<file path="src/rtl/pa_swr_monitor.sv">
// rtl/pa_swr_monitor.sv - PA forward/reverse power smoothing, peak hold and high-SWR trip/lockout
module pa_swr_monitor #(
  parameter logic [15:0] SAMPLE_DIV      = 16'd1000,
  parameter int          AVG_SHIFT       = 3,
  parameter int          HOLD_SAMPLES    = 500,
  parameter int          DECAY_STEP      = 8,
  parameter logic [11:0] FWD_MIN         = 12'd100,
  parameter int          TRIP_SHIFT      = 1,
  parameter int          TRIP_COUNT      = 4,
  parameter int          LOCKOUT_SAMPLES = 1000
) (
  input  logic        clock,
  input  logic        reset_n,
  input  logic        ptt,
  input  logic [11:0] fwd_in,
  input  logic [11:0] rev_in,
  output logic [11:0] fwd_avg,
  output logic [11:0] rev_avg,
  output logic [11:0] fwd_peak,
  output logic        sample_strobe,
  output logic        swr_trip,
  output logic        tx_inhibit
);

  localparam int AW = 12 + AVG_SHIFT;
  localparam int CW = 12 + TRIP_SHIFT;

  typedef enum logic [1:0] {IDLE, TX, TRIPPED, LOCKOUT} state_t;

  state_t        state, state_next;
  logic [15:0]   div_cnt;
  logic          tick;
  logic [AW-1:0] fwd_acc, rev_acc, fwd_acc_next, rev_acc_next;
  logic [15:0]   hold_cnt;
  logic [15:0]   lock_cnt, lock_next;
  logic [7:0]    bad_cnt, bad_inc, bad_keep;
  logic [CW-1:0] rev_scaled, fwd_ext;
  logic          bad;

  assign tick = (div_cnt == SAMPLE_DIV - 16'd1);

  // The accumulator holds avg scaled by 2^AVG_SHIFT, so it cannot overflow AW bits.
  assign fwd_acc_next = fwd_acc - (fwd_acc >> AVG_SHIFT) + AW'(fwd_in);
  assign rev_acc_next = rev_acc - (rev_acc >> AVG_SHIFT) + AW'(rev_in);

  assign rev_scaled = CW'(rev_avg) << TRIP_SHIFT;
  assign fwd_ext    = CW'(fwd_avg);
  assign bad        = (fwd_avg >= FWD_MIN) && (rev_scaled >= fwd_ext);
  assign bad_inc    = bad ? ((bad_cnt == 8'hFF) ? bad_cnt : bad_cnt + 8'd1) : 8'd0;

  always_comb begin
    state_next = state;
    lock_next  = lock_cnt;
    bad_keep   = bad_cnt;
    case (state)
      IDLE: if (ptt) state_next = TX;
      TX: begin
        if (tick) bad_keep = bad_inc;
        if (tick && (bad_inc >= 8'(TRIP_COUNT))) state_next = TRIPPED;
        else if (!ptt)                           state_next = IDLE;
      end
      TRIPPED: if (!ptt) begin
        state_next = LOCKOUT;
        lock_next  = 16'(LOCKOUT_SAMPLES);
      end
      LOCKOUT: if (tick) begin
        if (lock_cnt == 16'd1) begin
          state_next = IDLE;
          lock_next  = 16'd0;
        end else begin
          lock_next = lock_cnt - 16'd1;
        end
      end
      default: state_next = IDLE;
    endcase
    if (state_next != state) bad_keep = 8'd0;
  end

  always_ff @(posedge clock or negedge reset_n) begin
    if (!reset_n) begin
      div_cnt       <= '0;
      sample_strobe <= 1'b0;
      fwd_acc       <= '0;
      rev_acc       <= '0;
      fwd_avg       <= '0;
      rev_avg       <= '0;
      fwd_peak      <= '0;
      hold_cnt      <= '0;
      state         <= IDLE;
      lock_cnt      <= '0;
      bad_cnt       <= '0;
      swr_trip      <= 1'b0;
      tx_inhibit    <= 1'b0;
    end else begin
      div_cnt       <= tick ? 16'd0 : div_cnt + 16'd1;
      sample_strobe <= tick;
      if (tick) begin
        fwd_acc <= fwd_acc_next;
        rev_acc <= rev_acc_next;
        fwd_avg <= fwd_acc_next[AW-1:AVG_SHIFT];
        rev_avg <= rev_acc_next[AW-1:AVG_SHIFT];
        if (fwd_in >= fwd_peak) begin
          fwd_peak <= fwd_in;
          hold_cnt <= 16'(HOLD_SAMPLES);
        end else if (hold_cnt != 16'd0) begin
          hold_cnt <= hold_cnt - 16'd1;
        end else if (fwd_peak < 12'(DECAY_STEP)) begin
          fwd_peak <= 12'd0;
        end else begin
          fwd_peak <= fwd_peak - 12'(DECAY_STEP);
        end
      end
      // Status flags follow the next state so they line up with the registered state.
      state      <= state_next;
      lock_cnt   <= lock_next;
      bad_cnt    <= bad_keep;
      swr_trip   <= (state_next == TRIPPED);
      tx_inhibit <= (state_next == TRIPPED) || (state_next == LOCKOUT);
    end
  end

endmodule

</file>
<file path="config.mk">
export PLATFORM = sky130hd
export DESIGN_NAME = pa_swr_monitor
export DESIGN_NICKNAME = d
export VERILOG_FILES = /design/src/rtl/pa_swr_monitor.sv
export SDC_FILE = /design/constraint.sdc
export NUM_CORES = 1
export LEC_CHECK = 0
export ABC_AREA = 1
export ABC_CLOCK_PERIOD_IN_PS = 3650
export BUFFER_PORTS_ARGS = -buffer_cell sky130_fd_sc_hd__buf_2
export CAP_MARGIN = 20
export CORE_MARGIN = 3
export CORE_UTILIZATION = 50
export DETAILED_ROUTE_END_ITERATION = 16
export PLACE_DENSITY = 0.66
export SLEW_MARGIN = 20
export SYNTH_ARGS = -nofsm -noshare
export SYNTH_HDL_FRONTEND = slang
export SYNTH_SLANG_ARGS = --single-unit
</file>
<file path="constraint.sdc">
create_clock -name clock -period 3.65 [get_ports clock]
set_input_delay 0.73 -clock clock [delete_from_list [all_inputs] [get_ports clock]]
set_output_delay 0.73 -clock clock [all_outputs]
set_load 0.01 [all_outputs]
</file>
# Word level (Yosys, flattened, before mapping)
# Index checks and enable logic that the tools add are counted.
dict set report op_classes {
  n_addsub 9
  order_cmp 5
  eq_ne 12
  n_mux 22
  n_reduce_logical 13
}
# cell n
set ops {}
lappend ops {{16-bit 2-to-1 mux} 6}
lappend ops {{8-bit 2-to-1 mux} 5}
lappend ops {{12-bit 2-to-1 mux} 3}
lappend ops {{16-bit case mux with 2 select lines} 1}
lappend ops {{16-bit by 1-bit subtractor with 16-bit output, second input constant} 2}
lappend ops {{15-bit by 12-bit adder with 15-bit output} 2}
lappend ops {{15-bit by 12-bit subtractor with 15-bit output} 2}
lappend ops {{16-bit by 1-bit adder with 16-bit output, second input constant} 1}
lappend ops {{16-bit by 1-bit == test with 1-bit output, second input constant} 1}
lappend ops {{16-bit by 10-bit == test with 1-bit output, second input constant} 1}
lappend ops {{16-bit nonzero test} 1}
lappend ops {{13-bit by 12-bit greater-or-equal comparator with 1-bit output} 1}
lappend ops {{12-bit greater-or-equal comparator} 1}
lappend ops {{12-bit by 7-bit greater-or-equal comparator with 1-bit output, second input constant} 1}
lappend ops {{12-bit by 4-bit less-than comparator with 1-bit output, second input constant} 1}
lappend ops {{2-bit 2-to-1 mux} 6}
lappend ops {{12-bit by 4-bit subtractor with 12-bit output, second input constant} 1}
lappend ops {{8-bit by 1-bit adder with 8-bit output, second input constant} 1}
lappend ops {{2-bit == test, second input constant} 4}
lappend ops {{8-bit == test, second input constant} 1}
lappend ops {{8-bit by 3-bit greater-or-equal comparator with 1-bit output, second input constant} 1}
lappend ops {{2-bit case mux with 4 select lines} 1}
lappend ops {{2-bit nonzero test} 4}
lappend ops {{2-bit != test, second input constant} 3}
lappend ops {{7 further kinds} 10}
dict set report totals {
  regBits 127
  inputBits 27
  output_inout_bits 39
  elab_cells 74
}

# Longest topological paths before layout
# Gate-level depths: netlist of the first run.
dict set report logic_depth {
  word_depth 10
  depth_mapped 16
}

# Least setup slack after synthesis of the first run
# OpenSTA, ideal clock, no wires.
dict set report synth_path {
  path_kind {input -> register}
  startpoint {in fwd_in[2]}
  endpoint {reg fwd_avg[10]}
  setup_ps 131
  t_arrival_ps 2713
  required_ps 3519
  setup_slack_ps 806
  cell_stages 14
  n_path_buf 0
  cell_sequence {inv_1 fa_1 inv_1 ha_1 a21oi_1 nand2_1 nand3_1 nand3_1 nand2_1 nand2_1 a21o_1 or2_2 nand3_1 o21ai_0}
}
dict set report synth_between {
  elab_chain_cells 1
}
# element line_no
set synth_rtl {}
lappend synth_rtl {{start, declared} 15} ;# input logic [11:0] fwd_in,
lappend synth_rtl {{15-bit by 12-bit adder with 15-bit output} 43} ;# assign fwd_acc_next = fwd_acc - (fwd_acc >> AVG_SHIFT) + AW'(fwd_in);
lappend synth_rtl {{end signal, assigned} 100} ;# fwd_avg <= fwd_acc_next[AW-1:AVG_SHIFT];
lappend synth_rtl {{end, declared} 17} ;# output logic [11:0] fwd_avg,
# Every way passes these cells.
# A chain may end at the register's enable or synchronous reset.

==> results.py, run 1 <==
metrics = {
    "setup_path": {
        "end_kind": "flop",
        "required_ns": 3.92,
        "cp_cell_sequence": "inv_1 -> fa_1 -> inv_1 -> ha_1 -> a21oi_1 -> o21ai_1 -> a21oi_1 -> o21ai_1 -> a21boi_1 -> o21ai_0 -> nand2_1 -> nand3_1 -> o21ai_0",
        "worstSetupStartpointType": "flop",
        "crit_buf_inv": 2,
        "cp_data_arrival_time_ns": 3.12,
        "crit_family": "compound AO/OA/AOI/OAI gates",
        "path_class": "reg -> reg",
        "worstPathMaxFanout": 5,
        "crit_path_max_incr_delay_ns": 0.51,
        "crit_slowest_cell": "fa_1",
    },
    "die": {
        "rows": 45,
        "die_w_um": 133,
        "initial_core_util_pct": 52.2,
        "die-area_um2": 17700,
        "io_pins": 66,
        "die_h_um": 133,
        "core_area_um2": 15500,
    },
    "clock_network": {
        "cts_tree": "built",
        "clk_root_buffer_cell": "clkbuf_16",
        "clock-sinks": 103,
        "cts.hold.buffers_added": 0,
        "path_clk_slew_ns": 0.07,
        "clock_latency_ns": 0.36,
        "post_cts_buffers": 0,
        "cts_max_level": 3,
        "numCtsBuffers": 9,
        "cts-resized-gates": 0,
        "clockBufferDepth": 2,
    },
    "timing": {
        "tightest_slew_ns": 0.844,
        "fmax_ghz": 0.351,
        "setup_viol_count_final": 0,
        "slew_viol_final": 0,
        "skew_ns": 0.00784,
        "period_needed_ns": 2.85,
        "post-route-period-util_pct": 78.0,
        "layout_setup_ws_ns": 0.804,
        "tns_ns": 0,
        "slew_headroom_pct": 43.7,
        "hold_violations": 0,
        "grt_setup_unrepaired": "false",
    },
    "place": {
        "io_buffers": 65,
        "dp_slack_ns": 0.459,
        "hpwl_um": 13700,
        "routabilityCongestion": 0.853,
        "placed_cells": 1332,
    },
    "logic_synthesis": {
        "synthTopCellsByArea": "dfrtp_1, nand2_1, inv_1, ha_1, fa_1",
        "yosysTopAreaCell": "dfrtp_1",
        "synth_edf_count": 0,
        "yosys_warnings": 0,
        "netlist.area_leader.share_pct": 31.9,
        "ys_ff_latch": 103,
        "yosys-top-cells-count": "nand2_1, inv_1, dfrtp_1, nor2_1, o21ai_0",
        "synth_nets": 1201,
        "syn_avg_cell_area_um2": 7.42,
        "async_flop_share_pct": 100,
        "ys_types": 45,
        "syn_area_um2": 8080,
        "synth_seq_area_share_pct": 31.9,
        "yosysMostFrequentCell": "nand2_1",
        "ys.flop_type": "dfrtp_1",
        "syn-instance-count": 1089,
    },
    "outcome": {
        "status": "finished clean",
    },
    "grt": {
        "grt_remaining_overflow": 0,
        "grt_max_degree": 66,
        "grt_usage_pct": 20.3,
        "grt_pass1_wl_um": 30000,
        "antenna_found_initial": 0,
        "grt_pass1_vias": 6346,
    },
    "power": {
        "power_density_nw_per_um2": 317,
        "leakage_nw": 4.71,
        "peakVddDrop_v": 0.000231,
    },
    "drt": {
        "via_per_inst": 5.11,
        "antenna_left": 0,
        "drc": 0,
        "drt_iter0_drc": 348,
        "via_count": 6889,
        "wire_per_inst_um": 13.0,
        "drt_wl_total_um": 17500,
        "dr.pass1.iters": 7,
    },
    "cells_and_area": {
        "fillerInstances": 1540,
        "syn_to_final_growth_pct": 8.62,
        "fin_cells": 1348,
        "drive_gt1_share_pct": 9.85,
        "antennaDiodeCount": 0,
        "fin_nets": 1244,
    },
    "worst_hold_path": {
        "hold_class": "in -> async",
    },
    "job": {
        "drv_cap": 0,
    },
}
## flip-flops by register name, summed over array words and instances (netlist names)
signal	flops
bad_cnt	8
div_cnt	16
fwd_acc	3
fwd_avg	12
fwd_peak	12
hold_cnt	16
lock_cnt	16
rev_acc	3
rev_avg	12
sample_strobe	1
state	2
swr_trip	1
tx_inhibit	1
## metal layers
metal  vias up  track usage, %  wire, um
li1       3549               -         -
met1      3209            29.1      8540
met2       119            32.8      8000
met3        12            3.93       792
met4         0            3.43       143
met5         -               0         0
## where the power goes
group / total (mW) / internal, mW / switching, mW
sequential: 1.22 / 1.18 / 0.0358
clock: 1.05 / 0.604 / 0.448
combinational: 0.518 / 0.179 / 0.338
total: 2.79 / 1.96 / 0.822
## cell type report
cell class	count	area [um2]	area share [%]
Multi-Input combinational cell	733	4440	50.6
Sequential cell	103	2580	29.4
Inverter	215	808	9.21
Timing Repair Buffer	70	365	4.16
Tap cell	211	264	3.01
Clock buffer	9	225	2.57
Clock inverter	7	96.3	1.10
## placed cells by master, fill, tap and decap left out, types with 7 or more instances in the layout
| cell type | instances |
|---|---|
| o21ai_1 | 7 |
| a21oi_1 | 51 |
| a31oi_1 | 7 |
| nor2_1 | 102 |
| nand3_1 | 50 |
| o22ai_1 | 13 |
| xor2_1 | 32 |
| o21ai_0 | 64 |
| inv_1 | 206 |
| buf_2 | 64 |
| nor4_1 | 8 |
| ha_1 | 61 |
| dfrtp_1 | 103 |
| xnor2_1 | 9 |
| clkbuf_16 | 9 |
| o31ai_1 | 12 |
| nand4_1 | 15 |
| nand2_1 | 211 |
| inv_2 | 7 |
| fa_1 | 24 |
| nor3_1 | 27 |
## final timing paths
kind,from,to,slack (ns),depth (start not counted)
max in group asynchronous,reset_n,rev_avg[8],2.38,2
worst min register to register,div_cnt[0],div_cnt[0],0.48,1
min in group clock,div_cnt[0],div_cnt[0],0.48,1
worst max-delay path,rev_avg[0],rev_avg[9],0.80,13
worst min-delay path,reset_n,fwd_peak[9],0.46,1
worst max register to register,rev_avg[0],rev_avg[9],0.80,13
## metrics by stage
step	util, %	power [mW]	cell area (um2)	hold slack [ns]
after detailed placement	54.6	1.76	8460	0.464
after global placement	54.6	1.75	8460	0.454
after floorplan	-	1.62	8080	0.433
after CTS	56.7	2.82	8780	0.473
after global routing	56.7	2.95	8780	0.519
final	56.7	2.79	8780	0.460
## cells by family after synthesis
group                    count (synthesis)  share of synthesized area (%)
AND/OR/NAND/NOR                        435                           23.1
flip-flops                             103                           31.9
buffers and inverters                  253                           13.1
XOR/XNOR                                41                           4.44
AO/OA/AOI/OAI                          172                           12.0
adder cells (fa/ha/maj)                 85                           15.4
Power figures use the tool's default switching activity.
==> run 2: changes to the inputs <==
--- a/config.mk
+++ b/config.mk
@@ -6,7 +6,7 @@
 export NUM_CORES = 1
 export LEC_CHECK = 0
 export ABC_AREA = 1
-export ABC_CLOCK_PERIOD_IN_PS = 3650
+export ABC_CLOCK_PERIOD_IN_PS = 2800
 export BUFFER_PORTS_ARGS = -buffer_cell sky130_fd_sc_hd__buf_2
 export CAP_MARGIN = 20
 export CORE_MARGIN = 3
==> constraint.sdc (replaced) <==
create_clock -name clock -period 2.8 [get_ports clock]
set_input_delay 0.56 -clock clock [delete_from_list [all_inputs] [get_ports clock]]
set_output_delay 0.56 -clock clock [all_outputs]
set_load 0.01 [all_outputs]
==> results.py, run 2 (synthesized netlist as in run 1, its figures left out) <==
metrics = {
    "outcome": {
        "status": "finished clean",
    },
    "power": {
        "leakage_nw": 4.94,
        "combPwrFrac_pct": 20.4,
        "sw_frac_of_total_pct": 29.3,
        "peakVddDrop_v": 0.000301,
        "power_density_nw_per_um2": 396,
        "p_sw_mw": 1.07,
        "p_int_mw": 2.57,
        "seq_power_share_pct": 43.6,
        "clock_power_share_pct": 35.9,
    },
    "cells_and_area": {
        "reg_top3": "div_cnt (16), hold_cnt (16), lock_cnt (16)",
        "final_common_cell": "nand2_1",
        "fin_nets": 1294,
        "drive_gt1_share_pct": 14.6,
        "syn_to_final_growth_pct": 13.6,
        "antennaDiodeCount": 0,
        "mostFrequentLayoutCells": "nand2_1, inv_1, nor2_1",
        "fillerInstances": 1459,
        "fin_cells": 1398,
        "fin_util_pct": 59.3,
    },
    "setup_path": {
        "rr_startpoint": "fwd_avg[1]",
        "worstSetupStartpointType": "flop",
        "crit_path_start": "fwd_avg[1]",
        "crit_family": "adder cells",
        "path_depth": 14,
        "path_class": "reg -> reg",
        "cp_data_arrival_time_ns": 2.84,
        "reg2reg_slack_ns": 0.19,
        "worstPathMaxFanout": 4,
        "required_ns": 3.03,
        "rr_worst_depth": 14,
        "crit_top_cell": "nand2_1",
        "end_kind": "flop",
        "crit_path_max_incr_delay_ns": 0.53,
        "crit_buf_inv": 2,
        "crit_slowest_cell": "fa_1",
        "reg2reg_to": "fwd_avg[10]",
        "cp_cell_sequence": "inv_1 -> fa_1 -> inv_1 -> ha_1 -> a21oi_2 -> o21ai_1 -> nand2_1 -> nand3_1 -> nand2_1 -> nand2_1 -> a21o_1 -> or2_2 -> nand3_1 -> o21ai_0",
    },
    "die": {
        "io_pins": 66,
        "core_area_um2": 15500,
        "die_w_um": 133,
        "initial_core_util_pct": 52.2,
        "die-area_um2": 17700,
        "die_h_um": 133,
        "rows": 45,
    },
    "place": {
        "hpwl_um": 14200,
        "placed_cells": 1380,
        "routabilityCongestion": 0.868,
        "io_buffers": 65,
    },
    "timing": {
        "hold_violations": 0,
        "fmax_ghz": 0.383,
        "skew_ns": 0.00543,
        "post-route-period-util_pct": 93.1,
        "tns_ns": 0,
        "grt_setup_unrepaired": "true",
        "period_needed_ns": 2.61,
        "slew_viol_final": 0,
        "setup_viol_count_final": 0,
        "tightest_slew_ns": 0.659,
        "hold_slack_ns": 0.154,
        "slew_headroom_pct": 55.7,
    },
    "drt": {
        "dr.pass1.iters": 5,
        "antenna_left": 0,
        "via_count": 7074,
        "wire_per_inst_um": 12.8,
        "via_per_inst": 5.06,
        "drc": 0,
        "drt_iter0_drc": 352,
        "drt_wl_total_um": 18000,
    },
    "clock_network": {
        "clock-sinks": 103,
        "path_clk_slew_ns": 0.07,
        "cts_tree": "built",
        "clockBufferDepth": 2,
        "numCtsBuffers": 9,
        "clk_root_buffer_cell": "clkbuf_16",
        "cts_max_level": 3,
        "clock_latency_ns": 0.35,
    },
    "job": {
        "drv_cap": 0,
    },
    "grt": {
        "grt_max_degree": 42,
        "grt_usage_pct": 21.2,
        "grt_remaining_overflow": 0,
        "grt_pass1_wl_um": 31400,
        "grt_pass1_vias": 6785,
        "antenna_found_initial": 0,
    },
    "worst_hold_path": {
        "hold_class": "in -> async",
    },
}
-- run 2: metal layers --
metal	vias to the layer above	global-route usage [%]	share of wire (%)
li1	3650	-	-
met5	-	0	0
met1	3291	29.9	49
met2	117	34.7	47
met3	16	3.93	3.8
met4	0	3.94	1.1
-- run 2: power by group through the flow --
stage                     clock (mW)  combinational (mW)  sequential [mW]
after floorplan                    0               0.507             1.61
after global routing            1.41               0.866             1.59
after detailed placement           0               0.746             1.61
after CTS                       1.35               0.750             1.58
after global placement             0               0.732             1.61
final                           1.31               0.742             1.59
-- run 2: per-stage QoR --
stage / power [mW] / worst slack [ns] / instance area, um2
final: 3.64 / 0.192 / 9180
after global routing: 3.87 / -0.0128 / 9180
after CTS: 3.69 / 0.0429 / 9140
after detailed placement: 2.36 / -0.134 / 8830
after global placement: 2.35 / -0.0714 / 8830
after floorplan: 2.12 / 0.126 / 8080
-- run 2: cell type report --
cell class | count | area [um2] | share of cell area [%]
timing repair buffer | 120 | 753 | 8.20
clock buffer | 12 | 256 | 2.79
clock inverter | 4 | 52.6 | 0.572
inverter | 215 | 808 | 8.80
sequential | 103 | 2590 | 28.2
tap | 211 | 264 | 2.88
multi-input combinational | 733 | 4460 | 48.6
-- run 2: worst register-to-register path: cells and delay by family (launching register included) --
kind | cells | cell delay, ns
adder cells (fa/ha/maj) | 2 | 0.88
AND/OR/NAND/NOR | 6 | 0.62
AO/OA/AOI/OAI | 4 | 0.49
flip-flops | 1 | 0.35
buffers and inverters | 2 | 0.15
-- run 2: worst max path at each step --
stage,endpoint,slack [ns]
after floorplan,fwd_avg[10],0.13
after global placement,fwd_avg[10],-0.07
after detailed placement,fwd_avg[10],-0.13
after CTS,fwd_avg[10],0.04
after global routing,fwd_avg[11],-0.01
final,fwd_avg[10],0.19
-- run 2: what timing repair did --
| item | CTS | global route |
|---|---|---|
| buffers inserted | 0 | 2 |
| gates resized for setup | 0 | 14 |
| endpoints found under the setup margin | 0 | 9 |
| hold buffers | 0 | 0 |
==> run 3: changes to the inputs <==
--- a/config.mk
+++ b/config.mk
@@ -6,13 +6,13 @@
 export NUM_CORES = 1
 export LEC_CHECK = 0
 export ABC_AREA = 1
-export ABC_CLOCK_PERIOD_IN_PS = 2800
-export BUFFER_PORTS_ARGS = -buffer_cell sky130_fd_sc_hd__buf_2
+export ABC_CLOCK_PERIOD_IN_PS = 2400
 export CAP_MARGIN = 20
-export CORE_MARGIN = 3
+export CORE_MARGIN = 5
 export CORE_UTILIZATION = 50
 export DETAILED_ROUTE_END_ITERATION = 16
-export PLACE_DENSITY = 0.66
+export DONT_BUFFER_PORTS = 1
+export PLACE_DENSITY = 0.63
 export SLEW_MARGIN = 20
 export SYNTH_ARGS = -nofsm -noshare
 export SYNTH_HDL_FRONTEND = slang
==> constraint.sdc (replaced) <==
create_clock -name clock -period 2.4 [get_ports clock]
set_input_delay 0.48 -clock clock [delete_from_list [all_inputs] [get_ports clock]]
set_output_delay 0.48 -clock clock [all_outputs]
set_load 0.01 [all_outputs]
==> results.py, run 3 (synthesized netlist as in run 1, its figures left out) <==
metrics = {
    "power": {
        "peakVddDrop_v": 0.000330,
        "leakage_nw": 5.14,
        "power_density_nw_per_um2": 444,
        "power_mw": 4.48,
    },
    "timing": {
        "slew_headroom_pct": 58.5,
        "post-route-period-util_pct": 102,
        "hold_violations": 103,
        "tightest_slew_ns": 0.618,
        "hold_slack_ns": -0.191,
        "skew_ns": 0.00647,
        "slew_viol_final": 0,
        "grt_setup_unrepaired": "true",
        "fmax_ghz": 0.408,
        "period_needed_ns": 2.45,
        "layout_setup_ws_ns": -0.0536,
        "setup_viol_count_final": 3,
    },
    "clock_network": {
        "cts_max_level": 3,
        "numCtsBuffers": 9,
        "clk_root_buffer_cell": "clkbuf_16",
        "clock_latency_ns": 0.36,
        "clockBufferDepth": 2,
        "path_clk_slew_ns": 0.07,
        "clock-sinks": 103,
        "cts_tree": "built",
    },
    "setup_path": {
        "cp_data_arrival_time_ns": 2.70,
        "worstSetupStartpointType": "flop",
        "path_class": "reg -> reg",
        "end_kind": "flop",
        "worstPathMaxFanout": 3,
        "required_ns": 2.65,
    },
    "drt": {
        "wire_per_inst_um": 13.9,
        "drc": 0,
        "drt_wl_total_um": 19700,
        "dr.pass1.iters": 5,
        "via_count": 7213,
        "antenna_left": 0,
        "via_per_inst": 5.08,
        "drt_iter0_drc": 428,
    },
    "cells_and_area": {
        "reg_top3": "div_cnt (16), hold_cnt (16), lock_cnt (16)",
        "final_common_cell": "nand2_1",
        "mostFrequentLayoutCells": "nand2_1, inv_1, buf_4",
        "fin_util_pct": 63.5,
        "drive_gt1_share_pct": 25.4,
        "fin_nets": 1311,
        "antennaDiodeCount": 0,
        "syn_to_final_growth_pct": 24.9,
    },
    "grt": {
        "grt_max_degree": 104,
        "grt_usage_pct": 21.5,
        "grt_pass1_vias": 6836,
        "antenna_found_initial": 0,
        "grt_remaining_overflow": 0,
        "grt_pass1_wl_um": 32600,
    },
    "die": {
        "die_h_um": 137,
        "die_w_um": 137,
        "io_pins": 66,
        "rows": 46,
        "initial_core_util_pct": 50.9,
        "core_area_um2": 15900,
        "die-area_um2": 18800,
    },
    "job": {
        "drv_cap": 0,
    },
    "outcome": {
        "status": "finished, violations left",
        "violations": "hold timing, setup timing",
    },
    "place": {
        "routabilityCongestion": 0.830,
        "hpwl_um": 14300,
        "io_buffers": 0,
    },
    "worst_hold_path": {
        "hold_class": "in -> async",
    },
}
run 3: stage by stage:
step	TNS [ns]	cell area [um2]	cells	setup slack [ns]
after CTS	-0.0151	9680	1407	-0.0102
after detailed placement	-1.25	9160	1385	-0.160
after global routing	-1.50	10100	1420	-0.191
after floorplan	-0.00113	8260	1089	-0.00113
after global placement	-0.819	9160	1385	-0.109
final	-0.0809	10100	1420	-0.0536
run 3: final cells by class:
class | instances | area, um2
fillers | 1403 | 5790
multi-input cells | 733 | 5080
flip-flops and latches | 103 | 2590
repair buffers | 137 | 1040
inverters | 215 | 811
well taps | 216 | 270
clock buffers | 10 | 239
clock inverters | 6 | 65.1
run 3: power breakdown:
group	leakage (nW)	internal [mW]	switching, mW	total (mW)
logic	3.82	0.457	0.615	1.07
clock network	0.149	0.843	0.708	1.55
registers	1.17	1.79	0.0650	1.86
run 3: final timing paths:
path | startpoint | to | slack [ns] | cells after the start
hold / removal | reset_n | fwd_peak[11] | -0.19 | 0
hold reg to reg | div_cnt[0] | div_cnt[0] | 0.47 | 1
setup reg to reg | fwd_avg[7] | fwd_avg[10] | -0.05 | 14
setup / recovery | fwd_avg[7] | fwd_avg[10] | -0.05 | 14
max in group asynchronous | reset_n | rev_avg[8] | 2.35 | 0
min in group clock | fwd_in[2] | fwd_peak[2] | 0.26 | 2
run 3: metal layers:
| metal | vias to the layer above | wire length, um | global-route usage (%) |
|---|---|---|---|
| met1 | 3341 | 9320 | 30.6 |
| li1 | 3697 | - | - |
| met5 | - | 0 | 0 |
| met3 | 28 | 731 | 3.24 |
| met2 | 147 | 9310 | 34.7 |
| met4 | 0 | 348 | 4.82 |
run 3: worst max-delay path, stage by stage (launching register included):
cell     delay [ns]
dfrtp_1        0.43
buf_6          0.14
fa_1           0.51
inv_2          0.04
ha_4           0.15
nand2_2        0.06
nand2_2        0.08
a31oi_4        0.20
nand3_2        0.08
nand2_2        0.08
nand2_2        0.05
a21o_1         0.19
or2_4          0.23
nand3_2        0.05
o21ai_1        0.05
run 3: timing repair:
action / CTS / global route
pin swaps: 29 / 44
hold endpoints to repair: 103 / 103
setup endpoints to repair: 20 / 55
gates resized for setup: 47 / 87
setup buffers: 6 / 14
